--- src/rtl/fft_bitrev_loader.sv ---
`default_nettype none
// ============================================================================
//  Module      : fft_bitrev_loader
//  Description : Copies N samples from the bridge input RAM to the FFT working
//                RAM, writing source word k to destination address rev_B(k)
//                (bits [B-1:0] of k reversed, B = log2(N)). One sample per
//                clock; absorbs the source RAM's one-cycle read latency.
//  Ports       : i_clk, i_rstn (sync, active low)
//                i_START, i_SAMPLES_NUMBER       - start pulse and count N
//                o_SRC_ADR / i_SRC_DATA           - source RAM read port
//                o_DST_ADR / o_DST_DATA / o_DST_WRITE - destination write port
//                o_BUSY, o_DONE, o_ERROR, o_STATE - status
//                i_BYPASS (only with FFT_BITREV_BYPASS_EN) - linear copy
//  Options     : `define FFT_BITREV_BYPASS_EN adds i_BYPASS
//  Revision    : 1.0 - initial release
// ============================================================================
module fft_bitrev_loader #(
   parameter int DATA_WIDTH = 32,
   parameter int ADDR_WIDTH = 12
) (
   input  logic                  i_clk,
   input  logic                  i_rstn,
   input  logic                  i_START,
   input  logic [ADDR_WIDTH-1:0] i_SAMPLES_NUMBER,
`ifdef FFT_BITREV_BYPASS_EN
   input  logic                  i_BYPASS,
`endif
   output logic [ADDR_WIDTH-1:0] o_SRC_ADR,
   input  logic [DATA_WIDTH-1:0] i_SRC_DATA,
   output logic [ADDR_WIDTH-1:0] o_DST_ADR,
   output logic [DATA_WIDTH-1:0] o_DST_DATA,
   output logic                  o_DST_WRITE,
   output logic                  o_BUSY,
   output logic                  o_DONE,
   output logic                  o_ERROR,
   output logic [2:0]            o_STATE
);

   localparam int B_W = $clog2(ADDR_WIDTH + 1);

   typedef enum logic [2:0] {
      IDLE  = 3'd0,
      CHECK = 3'd1,
      RUN   = 3'd2,
      DRAIN = 3'd3,
      DONE  = 3'd4
   } state_t;

   state_t                state;
   state_t                state_next;
   logic [ADDR_WIDTH-1:0] n_lat;
   logic [ADDR_WIDTH-1:0] last_k;
   logic                  n_valid;
   logic [B_W-1:0]        log2_n;
   logic [B_W-1:0]        log2_b;
   logic [B_W-1:0]        shamt;
   logic                  drain_cnt;
   logic                  rd_valid;
   logic [ADDR_WIDTH-1:0] rd_k;
   logic [ADDR_WIDTH-1:0] rev_full;
   logic [ADDR_WIDTH-1:0] rev_k;
   logic [ADDR_WIDTH-1:0] dst_adr_next;
`ifdef FFT_BITREV_BYPASS_EN
   logic                  bypass_lat;
`endif

   assign last_k = n_lat - ADDR_WIDTH'(1);

   // Any power of two representable in ADDR_WIDTH bits is at most
   // 2^(ADDR_WIDTH-1), so only the lower bound needs an explicit test.
   always_comb begin
      n_valid = (n_lat >= ADDR_WIDTH'(2)) &&
                ((n_lat & (n_lat - ADDR_WIDTH'(1))) == '0);
      log2_n  = '0;
      for (int i = 0; i < ADDR_WIDTH; i++) begin
         if (n_lat[i]) log2_n = B_W'(i);
      end
   end

   // Reverse all ADDR_WIDTH bits, then shift the reversed B-bit field down.
   always_comb begin
      for (int i = 0; i < ADDR_WIDTH; i++) begin
         rev_full[i] = rd_k[ADDR_WIDTH-1-i];
      end
      shamt        = B_W'(ADDR_WIDTH) - log2_b;
      rev_k        = rev_full >> shamt;
      dst_adr_next = rev_k;
`ifdef FFT_BITREV_BYPASS_EN
      if (bypass_lat) dst_adr_next = rd_k;
`endif
   end

   // ---------------------------------------------------------------- FSM
   always_ff @(posedge i_clk) begin
      if (!i_rstn) state <= IDLE;
      else         state <= state_next;
   end

   always_comb begin
      state_next = state;
      case (state)
         IDLE:    if (i_START) state_next = CHECK;
         CHECK:   state_next = n_valid ? RUN : IDLE;
         RUN:     if (o_SRC_ADR == last_k) state_next = DRAIN;
         DRAIN:   if (drain_cnt) state_next = DONE;
         DONE:    state_next = IDLE;
         default: state_next = IDLE;
      endcase
   end

   assign o_STATE = state;
   assign o_BUSY  = (state == CHECK) || (state == RUN) || (state == DRAIN);
   assign o_DONE  = (state == DONE);

   // ----------------------------------------------------------- datapath
   // Read pipeline: address k presented in RUN, data arrives a cycle later
   // (rd_valid/rd_k mark it), and it is registered onto the write port.
   always_ff @(posedge i_clk) begin
      if (!i_rstn) begin
         n_lat       <= '0;
         log2_b      <= '0;
         drain_cnt   <= 1'b0;
         rd_valid    <= 1'b0;
         rd_k        <= '0;
         o_SRC_ADR   <= '0;
         o_DST_ADR   <= '0;
         o_DST_DATA  <= '0;
         o_DST_WRITE <= 1'b0;
         o_ERROR     <= 1'b0;
`ifdef FFT_BITREV_BYPASS_EN
         bypass_lat  <= 1'b0;
`endif
      end else begin
         o_ERROR     <= 1'b0;
         rd_valid    <= (state == RUN);
         rd_k        <= o_SRC_ADR;
         o_DST_WRITE <= rd_valid;
         if (rd_valid) begin
            o_DST_ADR  <= dst_adr_next;
            o_DST_DATA <= i_SRC_DATA;
         end
         case (state)
            IDLE: begin
               if (i_START) begin
                  n_lat      <= i_SAMPLES_NUMBER;
`ifdef FFT_BITREV_BYPASS_EN
                  bypass_lat <= i_BYPASS;
`endif
               end
            end
            CHECK: begin
               if (n_valid) begin
                  log2_b    <= log2_n;
                  o_SRC_ADR <= '0;
                  drain_cnt <= 1'b0;
               end else begin
                  o_ERROR   <= 1'b1;
               end
            end
            RUN: begin
               // Saturate at N-1; the FSM leaves RUN on that value.
               if (o_SRC_ADR != last_k) o_SRC_ADR <= o_SRC_ADR + ADDR_WIDTH'(1);
            end
            DRAIN: drain_cnt <= 1'b1;
            default: ;
         endcase
      end
   end

endmodule
`default_nettype wire

--- config.mk ---
export PLATFORM = sky130hd
export DESIGN_NAME = fft_bitrev_loader
export DESIGN_NICKNAME = d
export VERILOG_FILES = /design/src/rtl/fft_bitrev_loader.sv
export SDC_FILE = /design/constraint.sdc
export NUM_CORES = 1
export LEC_CHECK = 0
export ABC_AREA = 1
export BUFFER_PORTS_ARGS = -buffer_cell sky130_fd_sc_hd__buf_2
export CELL_PAD_IN_SITES_DETAIL_PLACEMENT = 0
export CELL_PAD_IN_SITES_GLOBAL_PLACEMENT = 1
export CORE_MARGIN = 2
export CORE_UTILIZATION = 40
export DETAILED_ROUTE_END_ITERATION = 16
export PLACE_DENSITY_LB_ADDON = 0.1
export SLEW_MARGIN = 25
export SYNTH_ARGS = -nofsm -noshare
export SYNTH_HDL_FRONTEND = slang
export SYNTH_SLANG_ARGS = --single-unit
--- constraint.sdc ---
create_clock -name i_clk -period 6 [get_ports i_clk]
set_input_delay 0.9 -clock i_clk [delete_from_list [all_inputs] [get_ports i_clk]]
set_output_delay 0.9 -clock i_clk [all_outputs]
set_load 0.01 [all_outputs]
==> key figures <==
Critical path
  – FF-to-FF path depth: 13
  – CP endpoint kind: register
  – CP max FO: 21
  – Worst path arrival time: 3.09 ns
  – Reg-to-Reg Start: n_lat[1]
  – R2R setup slack: approximately 3.2 ns
  – CP Launch Type: register
  – WP data required: around 6.3 ns
  – R2r endpoint: o_SRC_ADR[10]
  – Kind of critical path: register to register

Detailed routing
  – Uppermost layer routed: met4
  – Vias: between 4000 and 5000
  – Initial DRC count: about 190
  – ANT nets after route: 0
  – Wire per inst: around 13 um
  – WL final: about 12000 um
  – Residual DRC count: 0
  – DR WL met2: 5410 um
  – Met1 wire length: between 5000 and 6000 um
  – DRT Pass-1 Iters: 4
  – Vias per inst: approximately 4.9
  – Routed wl met3: 540 um

Timing
  – Count of final max-slew check failures: 0
  – Worst Tran Pin Value: ~0.75 ns
  – Final Worst Setup Slack: between 3 and 4 ns
  – Slew headroom: 0.502
  – Post-route setup TNS: 0 ns
  – WHS: about 0.47 ns
  – Setup violators final: 0
  – Crit path time final: between 2 and 3 ns
  – Worst Clk Skew: around 0.013 ns
  – Crit share post-route: 0.467
  – RSZ-0062 raised after global routing: false
  – Final hold vios: 0
  – FMAX: 357 MHz

CTS
  – CTS tree: built
  – Clock H-tree levels: 3
  – Clock-pin slew on the worst setup and hold paths: approximately 0.080 ns
  – Post-cts sizing count: 0
  – Total CTS buffers: 9
  – Post-CTS Hold Buffers: 0
  – Clk sinks: 91
  – Clock Path Buffers: 2
  – Root buf cell: clkbuf_8
  – Setup Fix Bufs, Post-CTS: 0
  – Worst skew pair latency: 0.36 ns

Placement
  – GP Congestion: approximately 0.84
  – Dpl cells: about 880
  – Dpl hpwl: 8440 um
  – Setup slack after placement: about 3.3 ns
  – I/O Buffers: between 100 and 150

Finish
  – # fillers: between 1000 and 1500
  – Area occupied by multi-input gates: roughly 2300 um2
  – Layout area overhead: 18.5%
  – Seq. cell area: about 1800 um2
  – Final nets: 809
  – Fraction of layout cells with a size suffix above 1: 0.196
  – Fin cells: 891
  – # diodes: 0

Global route
  – First-pass GRT wire length: ~20000 um
  – Number of global-route vias before repair: between 4000 and 5000
  – Largest net degree at the start of global routing: 70
  – Antenna violations before repair: 0
  – Grt total ovfl: 0
  – All-Layer GR Usage: 0.208

Min path
  – WHS Path Cells: 2
  – Worst min-delay path class: register to register
  – Worst hold start: o_DST_ADR[11]
  – WHS Endpoint: o_DST_ADR[11]

Power and ir drop
  – Pwr/cell area: around 360 nW/um2
  – Switch Pwr: between 700 and 800 uW
  – Pint: about 1.2 mW
  – Switching Share: 0.383
  – Leak: around 2.7 nW
  – Power share of the clock group: 0.246
  – Combinational fraction of design power: 0.365
  – Sequential Power Share: 0.389
  – Max VDD drop: around 0.00015 V

Outcome
  – Outcome: finished clean

Die
  – I/O pin cnt: 110
  – Die Span Y: 110 um
  – # rows: 38
  – Die area: about 12000 um2
  – CORE AREA: 10900 um2
  – Initial Util: 0.411
  – Die Wd: 110 um

Job
  – Number of max-cap violations: 0

Synth
  – FF+latch count, synth: about 90
  – Top-count cell post-synth: nand2_1
  – Area fraction of the dominant cell type after synthesis: 0.407
  – Syn_nets: about 720
  – Post-Syn Instances: ~660
  – Synth unique cells: 34
  – Post-Syn Area: about 4500 um2
  – Top cells by area, synth: dfxtp_1, nand2_1, nor2_1
  – Post-synth EDFFs: 0
  – Sequential share of the synthesized area: 0.407
  – Post-synth top cells: nand2_1, nor2_1, dfxtp_1
  – Post-synth ARST share: 0
  – Synthesized area per cell: between 6 and 7 um2
  – Largest area contributor in the netlist: dfxtp_1
  – Ys flop type: dfxtp_1
  – Ys Warns: 0
-- through the flow --
step	util	cell area (um2)	total power, mW
2_1_floorplan	-	4480	1.26
3_3_place_gp	0.467	5080	1.45
3_5_place_dp	0.467	5080	1.46
4_1_cts	0.487	5310	1.94
5_1_grt	0.487	5310	2.08
6_report	0.487	5310	1.91
-- critical path, cell delays in order, from the launching register on --
cell and delay [ns]:
dfxtp_1 0.35, nor2_1 0.11, inv_1 0.04, nor2_1 0.15, nand2_1 0.09, or4_1 0.42, ha_1 0.20, nor2_1 0.08
nand2_1 0.05, nor2_1 0.16, nand3_2 0.41, nand2_2 0.43, nand2_1 0.10, a21oi_1 0.13
-- how the worst max path moves through the flow --
stage                   from            end  slack (ns)  cells after the start
floorplan           n_lat[1]   o_SRC_ADR[3]        3.74                     17
global placement    n_lat[1]   o_SRC_ADR[2]        3.39                     13
detailed placement  n_lat[1]  o_SRC_ADR[10]        3.27                     13
CTS                 n_lat[1]  o_SRC_ADR[10]        3.24                     13
global route        n_lat[1]   o_SRC_ADR[2]        2.87                     14
finish              n_lat[1]  o_SRC_ADR[10]        3.20                     13
-- layout make-up --
type | count | share of cell area
clock buffer | 11 | 0.0285
clock inverter | 4 | 0.0139
inverter | 68 | 0.0481
multi-input combinational | 465 | 0.426
sequential | 91 | 0.343
tap | 140 | 0.0330
timing repair buffer | 112 | 0.107
-- placed cells by master (no fill, tap or decap), types with 2 or more instances in the layout --
cell	count
a21oi_2	2
nand2_2	2
o21ai_0	60
nand2_1	139
ha_1	15
o21ai_1	4
dfxtp_1	91
clkbuf_8	11
inv_1	64
bufinv_16	2
nor3_2	2
buf_2	109
and2_1	2
xor2_1	6
a21oi_1	36
nor3_1	14
or2_2	4
nand3_1	42
nand4_1	5
a22oi_1	2
buf_4	3
nor2_1	118
inv_2	4
-- cells by family (layout without fill, tap and decap cells) --
group	Yosys count	after routing	synth area share
adder cells (fa/ha/maj)	15	15	0.0419
AND/OR/NAND/NOR	333	333	0.311
XOR/XNOR	8	8	0.0215
buffers and inverters	100	195	0.0885
flip-flops	91	91	0.407
AO/OA/AOI/OAI	109	109	0.131
-- power by group through the flow --
stage	combinational [mW]	sequential, mW	clock [mW]
5_1_grt	0.820	0.755	0.509
4_1_cts	0.704	0.744	0.487
2_1_floorplan	0.496	0.769	0
6_report	0.699	0.744	0.470
3_3_place_gp	0.694	0.756	0
3_5_place_dp	0.701	0.756	0
-- registers in the layout, indices dropped and copies added (netlist names), 3 cells and up --
name	count
o_DST_DATA	32
n_lat	12
o_DST_ADR	12
o_SRC_ADR	12
rd_k	12
log2_b	4
o_STATE	3
-- routing by layer --
layer,vias up,track usage
met5,-,0
met4,0,0.0615
met3,12,0.0522
met2,81,0.331
met1,2017,0.278
li1,2263,-
(Power assumes the default switching activity.)
